File: config.mk
export PLATFORM = sky130hd
export DESIGN_NAME = alu_sequencer_flat
export DESIGN_NICKNAME = d
export VERILOG_FILES = /design/src/rtl/alu_sequencer_if.sv /design/src/rtl/alu_sequencer.sv /design/src/flat_wrapper.sv
export SDC_FILE = /design/constraint.sdc
export NUM_CORES = 1
export LEC_CHECK = 0
export BUFFER_PORTS_ARGS = -buffer_cell sky130_fd_sc_hd__clkbuf_2
export CAP_MARGIN = 30
export CORE_UTILIZATION = 40
export CTS_CLUSTER_SIZE = 16
export DETAILED_ROUTE_END_ITERATION = 12
export PLACE_DENSITY = 0.72
export SYNTH_ARGS = -nofsm -noshare
export SYNTH_HDL_FRONTEND = slang
export SYNTH_SLANG_ARGS = --single-unit
File: constraint.sdc
create_clock -name clk -period 1.3 [get_ports clk]
set_input_delay 0.13 -clock clk [delete_from_list [all_inputs] [get_ports clk]]
set_output_delay 0.13 -clock clk [all_outputs]
set_load 0.005 [all_outputs]
File: src/rtl/alu_sequencer_if.sv
// ----------------------------------------------------------------------------
// alu_sequencer_if
// Purpose : bundles the start/instruction-field inputs and the datapath
//           control outputs of the Simple RISC Machine control FSM.
// Signals :
//   s, opcode[2:0], op[1:0]        start pulse and instruction fields
//   w                              1 = sequencer idle and ready
//   nsel[2:0], vsel[1:0]           regfile select / writeback source
//   loada, loadb, loadc, loads     datapath register load enables
//   asel, bsel, ALUop[1:0]         ALU operand selects and operation
//   write, done, illegal           writeback enable and status pulses
// Modports: master drives the instruction side (top level / bench),
//           slave is the sequencer itself.
// ----------------------------------------------------------------------------
interface alu_sequencer_if;
    logic       s;
    logic [2:0] opcode;
    logic [1:0] op;
    logic       w;
    logic [2:0] nsel;
    logic [1:0] vsel;
    logic       loada;
    logic       loadb;
    logic       asel;
    logic       bsel;
    logic [1:0] ALUop;
    logic       loadc;
    logic       loads;
    logic       write;
    logic       done;
    logic       illegal;

    modport master (
        output s, opcode, op,
        input  w, nsel, vsel, loada, loadb, asel, bsel, ALUop,
               loadc, loads, write, done, illegal
    );

    modport slave (
        input  s, opcode, op,
        output w, nsel, vsel, loada, loadb, asel, bsel, ALUop,
               loadc, loads, write, done, illegal
    );
endinterface

File: src/rtl/alu_sequencer.sv
// ----------------------------------------------------------------------------
// alu_sequencer
// Purpose : multi-cycle Moore control FSM for the Simple RISC Machine
//           datapath. Latches opcode/op on start, then walks the register
//           reads, ALU execute and writeback steps for MOV imm, MOV reg,
//           ADD, CMP, AND and MVN. Unsupported encodings raise a one-cycle
//           illegal pulse and return to idle.
// Ports   :
//   clk    rising-edge clock
//   rst_n  synchronous active-low reset
//   bus    alu_sequencer_if.slave (instruction inputs, datapath controls)
// ----------------------------------------------------------------------------
module alu_sequencer (
    input  logic           clk,
    input  logic           rst_n,
    alu_sequencer_if.slave bus
);

    typedef enum logic [2:0] {
        ST_WAIT      = 3'd0,
        ST_DECODE    = 3'd1,
        ST_GET_A     = 3'd2,
        ST_GET_B     = 3'd3,
        ST_EXEC      = 3'd4,
        ST_WRITE_REG = 3'd5,
        ST_WRITE_IMM = 3'd6
    } state_t;

    state_t     r_state;
    state_t     w_nextState;
    logic [2:0] r_opcode;
    logic [1:0] r_op;

    logic w_isMovImm;
    logic w_isMovReg;
    logic w_isAlu;
    logic w_isCmp;
    logic w_isMvn;

    // Decode always looks at the latched copy so the instruction register
    // may change freely once the sequencer has accepted an instruction.
    assign w_isMovImm = (r_opcode == 3'b110) && (r_op == 2'b10);
    assign w_isMovReg = (r_opcode == 3'b110) && (r_op == 2'b00);
    assign w_isAlu    = (r_opcode == 3'b101);
    assign w_isCmp    = w_isAlu && (r_op == 2'b01);
    assign w_isMvn    = w_isAlu && (r_op == 2'b11);

    // State register plus the instruction-field latch. The fields are only
    // captured when a start is accepted in WAIT.
    always_ff @(posedge clk) begin
        if (!rst_n) begin
            r_state  <= ST_WAIT;
            r_opcode <= 3'b000;
            r_op     <= 2'b00;
        end else begin
            r_state <= w_nextState;
            if ((r_state == ST_WAIT) && bus.s) begin
                r_opcode <= bus.opcode;
                r_op     <= bus.op;
            end
        end
    end

    // Next-state logic. MOV reg and MVN skip GET_A because their A operand
    // is forced to zero by asel; CMP has no writeback step.
    always_comb begin
        w_nextState = r_state;
        case (r_state)
            ST_WAIT: begin
                if (bus.s) w_nextState = ST_DECODE;
            end
            ST_DECODE: begin
                if (w_isMovImm)                w_nextState = ST_WRITE_IMM;
                else if (w_isMovReg || w_isMvn) w_nextState = ST_GET_B;
                else if (w_isAlu)              w_nextState = ST_GET_A;
                else                           w_nextState = ST_WAIT;
            end
            ST_GET_A:     w_nextState = ST_GET_B;
            ST_GET_B:     w_nextState = ST_EXEC;
            ST_EXEC:      w_nextState = w_isCmp ? ST_WAIT : ST_WRITE_REG;
            ST_WRITE_REG: w_nextState = ST_WAIT;
            ST_WRITE_IMM: w_nextState = ST_WAIT;
            default:      w_nextState = ST_WAIT;
        endcase
    end

    // Moore output decode: everything defaults low, each state raises only
    // its own controls, so loads/writes can never overlap between states.
    always_comb begin
        bus.w       = 1'b0;
        bus.nsel    = 3'b000;
        bus.vsel    = 2'b00;
        bus.loada   = 1'b0;
        bus.loadb   = 1'b0;
        bus.asel    = 1'b0;
        bus.bsel    = 1'b0;
        bus.ALUop   = 2'b00;
        bus.loadc   = 1'b0;
        bus.loads   = 1'b0;
        bus.write   = 1'b0;
        bus.done    = 1'b0;
        bus.illegal = 1'b0;
        case (r_state)
            ST_WAIT: bus.w = 1'b1;
            ST_DECODE: begin
                bus.illegal = !(w_isMovImm || w_isMovReg || w_isAlu);
            end
            ST_GET_A: begin
                bus.nsel  = 3'b100;
                bus.loada = 1'b1;
            end
            ST_GET_B: begin
                bus.nsel  = 3'b001;
                bus.loadb = 1'b1;
            end
            ST_EXEC: begin
                bus.ALUop = w_isAlu ? r_op : 2'b00;
                bus.asel  = w_isMovReg || w_isMvn;
                if (w_isCmp) begin
                    bus.loads = 1'b1;
                    bus.done  = 1'b1;
                end else begin
                    bus.loadc = 1'b1;
                end
            end
            ST_WRITE_REG: begin
                bus.nsel  = 3'b010;
                bus.write = 1'b1;
                bus.done  = 1'b1;
            end
            ST_WRITE_IMM: begin
                bus.nsel  = 3'b100;
                bus.vsel  = 2'b01;
                bus.write = 1'b1;
                bus.done  = 1'b1;
            end
            default: ;
        endcase
    end

endmodule

File: src/flat_wrapper.sv
// flat-port wrapper written by rule: the top's interface ports become plain ports
module alu_sequencer_flat 
  (clk, rst_n, bus_s, bus_opcode, bus_op, bus_w, bus_nsel, bus_vsel, bus_loada, bus_loadb, bus_asel, bus_bsel, bus_ALUop, bus_loadc, bus_loads, bus_write, bus_done, bus_illegal);
  alu_sequencer_if bus_i ();
  input  logic clk;
  input  logic rst_n;
  input wire logic [$bits(bus_i.s)-1:0] bus_s;
  input wire logic [$bits(bus_i.opcode)-1:0] bus_opcode;
  input wire logic [$bits(bus_i.op)-1:0] bus_op;
  output wire logic [$bits(bus_i.w)-1:0] bus_w;
  output wire logic [$bits(bus_i.nsel)-1:0] bus_nsel;
  output wire logic [$bits(bus_i.vsel)-1:0] bus_vsel;
  output wire logic [$bits(bus_i.loada)-1:0] bus_loada;
  output wire logic [$bits(bus_i.loadb)-1:0] bus_loadb;
  output wire logic [$bits(bus_i.asel)-1:0] bus_asel;
  output wire logic [$bits(bus_i.bsel)-1:0] bus_bsel;
  output wire logic [$bits(bus_i.ALUop)-1:0] bus_ALUop;
  output wire logic [$bits(bus_i.loadc)-1:0] bus_loadc;
  output wire logic [$bits(bus_i.loads)-1:0] bus_loads;
  output wire logic [$bits(bus_i.write)-1:0] bus_write;
  output wire logic [$bits(bus_i.done)-1:0] bus_done;
  output wire logic [$bits(bus_i.illegal)-1:0] bus_illegal;
  assign bus_i.s = bus_s;
  assign bus_i.opcode = bus_opcode;
  assign bus_i.op = bus_op;
  assign bus_w = bus_i.w;
  assign bus_nsel = bus_i.nsel;
  assign bus_vsel = bus_i.vsel;
  assign bus_loada = bus_i.loada;
  assign bus_loadb = bus_i.loadb;
  assign bus_asel = bus_i.asel;
  assign bus_bsel = bus_i.bsel;
  assign bus_ALUop = bus_i.ALUop;
  assign bus_loadc = bus_i.loadc;
  assign bus_loads = bus_i.loads;
  assign bus_write = bus_i.write;
  assign bus_done = bus_i.done;
  assign bus_illegal = bus_i.illegal;
  alu_sequencer u_core (.clk(clk), .rst_n(rst_n), .bus(bus_i));
endmodule
==> results.txt <==
After detailed routing, the number of remaining DRC violations is 0. The most common cell in the synthesized netlist is dfxtp_1. The proportion of register bits with asynchronous set or reset after synthesis is 0%.

The maximum single-stage delay on the critical path is 0.34 ns. The maximum fanout along the worst path is 3. In this run the most used layer during global routing was met2. The final hold violation count is 0. STA classifies the critical path endpoint as an output port.

The floorplan has 13 rows. The mean instance size in the synthesized netlist came out at 8.341 um2. The total length of routed wires came out at 1494 um. The power density relative to cell area came out at 644.7 nW/um2. The setup skew after layout is 0.001539 ns. The clock net in this run drives a total of 8 sinks. After synthesis, the largest area contributor takes up 27.83% of total cell area.

In the synthesized netlist, the number of instances is 69. The run finished, with violations left. The average vias per placed instance is 5.081. The starting DRC count in detailed routing came out at 4.

The final RePlAce weighted congestion came out at 0.7738. During synthesis, Yosys emitted a total of 0 warnings. The met2 global-route usage is 35.89%. By count the netlist is led by 8 x dfxtp_1, 7 x nor2_1, 6 x nor2b_1, 5 x mux2i_1, 4 x inv_1. The first detailed-routing pass ran for 2 iterations. The finished layout holds 123 standard cells, fillers aside. The met3 routing resource usage after global routing is 1.667%.

Setup repair after global routing could not meet its margin everywhere. The startpoint identified for the worst hold timing path is bus_opcode[0]. The die covers 1594 um2. The die span in x is 39.93 um. The detailed-placement wirelength estimate is 961.9 um. The count of antenna diodes in the layout is 0. The mapped cell area is 575.6 um2. The slowest stage of the critical path belongs to the cell dfxtp_4.

The endpoint required time on the critical path came out at 1.17 ns. The global-route usage over all layers is 19.47%. The maximum operating frequency is 691.4 MHz.

The number of enable-type register cells in the synthesized netlist is 0. The height of the die came out at 39.93 um. The layout overhead on the synthesized area came out at 66.96%. Traced cell by cell, the critical path runs through or2b_1 > inv_2 > o21a_1 > a31o_2 > clkbuf_2.

The depth of the most critical reg-to-reg path is 6. The global route total overflow is 0. The final reports fail on setup timing.

The clock-pin transition on the worst setup and hold timing paths is 0.05 ns. The path with the worst hold slack has its endpoint at u_core.r_opcode[0]. The worst register-to-register path ends at u_core.r_op[1].

The accumulated negative setup slack is -1.167 ns. For this configuration, the core starts out at a cell density of 43.68%. The count of unique library cells instantiated by Yosys is 33. The smallest setup slack after layout came out at -0.1464 ns. The type of the most critical hold path is in -> reg. The worst setup path is launched from a register.

The leakage power summed over all cells is 0.0004710 uW. The floorplan core area came out at 1318 um2. TritonCTS built the clock tree. After clock tree synthesis, the flow added hold-fix buffers numbering 0. The synthesized design spends more area on one cell type than any other, namely dfxtp_1. The total count of max-transition violations in the final report is 0.

TritonCTS created 3 clock buffers. STA puts the critical path data arrival time at 1.32 ns. The tree is rooted in a clkbuf_4.

The number of top-level design ports came out at 25. The number of levels in the clock H-tree came out at 1. The clock reaches the later pin of the worst-skew pair after 0.25 ns. The synthesized design contains 8 register bits. The layout net count is 118. The first global-routing pass estimated 2097 um of wire. The number of antenna-violating nets in the routed design came out at 0. By startpoint and endpoint, the worst setup path is classified as reg -> out. The buffer depth of the longest clock path is 2. The count of buffers inserted at the top-level ports is 22.

In the synthesized netlist the dominant register cell turns out to be dfxtp_1. The share of cells above drive strength 1 is 65.74%. The initial antenna violation count is 0. The reported max-cap violation count is 0. The setup-violating endpoint count in the final report came out at 16. Ranked by total cell area, the synthesized netlist is headed by dfxtp_1 28%, mux2i_1 8.7%, nor2b_1 6.5%, nor2_1 4.6%, nor4b_4 4.1%. Entering global routing, the biggest net connects 13 pins. Setup slack on the worst reg-to-reg path comes out at -0.09 ns.

The worst flop-to-flop path startpoint is u_core.r_state[1]. Across the VDD grid, the largest voltage drop is 0.5070 mV. The via total after detailed routing is 625. The number of global-route vias before repair is 526. The met1 track utilization from global routing is 22.71%.

The register area share after synthesis is 27.83%. The smallest clock period supported by the final layout is computed as 1.446 ns. Dividing the detail-routed wire length by the instance count gives 12.15 um.

The count of cells along the worst hold path is 3. Counting tap cells, the placed design contains a total of 112 instances. The share of the clock period used by the worst path after layout is 111.3%.
metal layers:
metal	part of all wire, %	routed length [um]
met2	53	794
met4	2.5	38
met3	4.8	71
met1	39	589
met5	0	0
critical path: cells and delay by family, from the launching register on:
family,cells,cell delay [ns]
AOI/OAI and AO/OA,2,0.38
DFF,1,0.34
and+or+nand+nor,1,0.20
buffers and inverters,2,0.15
stage by stage:
step / utilization [%] / area (um2) / power (uW) / worst slack [ns] / hold slack (ns)
CTS: 65.72 / 865.8 / 609.3 / -0.1403 / 0.1346
global route: 72.93 / 960.9 / 655.9 / -0.2000 / 0.1683
finish: 72.93 / 960.9 / 619.5 / -0.1464 / 0.1382
floorplan: - / 579.3 / 356.6 / 0.06651 / 0.2582
detailed placement: 56.03 / 738.2 / 399.5 / -0.02484 / 0.3973
global placement: 56.03 / 738.2 / 395.7 / 0.005813 / 0.3881
kinds of logic after synthesis:
logic type	after synthesis	synth area share [%]
and+or+nand+nor	36	41.31
AOI/OAI and AO/OA	10	11.09
other	1	0.6515
muxes	5	8.696
DFF	8	27.83
buffers and inverters	9	10.43
registers in the layout (all words and copies together) (netlist names):
| signal | flops |
|---|---|
| u_core.r_state | 3 |
| u_core.r_opcode | 3 |
| u_core.r_op | 2 |
cell usage in the layout, fill, tap and decap left out, types with 4 or more instances in the layout:
| master | count |
|---|---|
| buf_2 | 7 |
| buf_4 | 13 |
| dfxtp_2 | 4 |
| mux2i_1 | 5 |
| nor2b_1 | 5 |
| buf_6 | 8 |
| dfxtp_4 | 4 |
| clkbuf_2 | 12 |
power by group:
part / switching [uW] / total, uW / internal (uW) / leakage, uW
Combinational: 58.1 / 149 / 90.5 / 0.000387
Sequential: 26.9 / 284 / 257 / 0.0000700
Clock: 81.6 / 187 / 105 / 0.0000138
repair_timing:
action,4_1_cts,5_1_grt
gates resized for setup,20,31
pin swaps,7,10
buffers inserted,6,3
setup endpoints to repair,15,22
cell type report:
type | count | area, um2
Clock buffer | 3 | 22.52
Fill cell | 112 | 356.6
Inverter | 4 | 15.01
Multi-Input combinational cell | 53 | 441.7
Sequential cell | 8 | 180.2
Tap cell | 15 | 18.77
Timing Repair Buffer | 40 | 282.8
worst max-delay path by stage:
stage | from | end | cells past startpoint
6_report | u_core.r_state[1] | bus_done | 5
5_1_grt | u_core.r_state[1] | bus_done | 5
4_1_cts | u_core.r_state[1] | bus_done | 5
3_5_place_dp | u_core.r_state[1] | bus_done | 4
3_3_place_gp | u_core.r_state[1] | bus_done | 4
2_1_floorplan | u_core.r_state[1] | u_core.r_op[0] | 4
No activity file was read; power rests on OpenSTA's default activity.
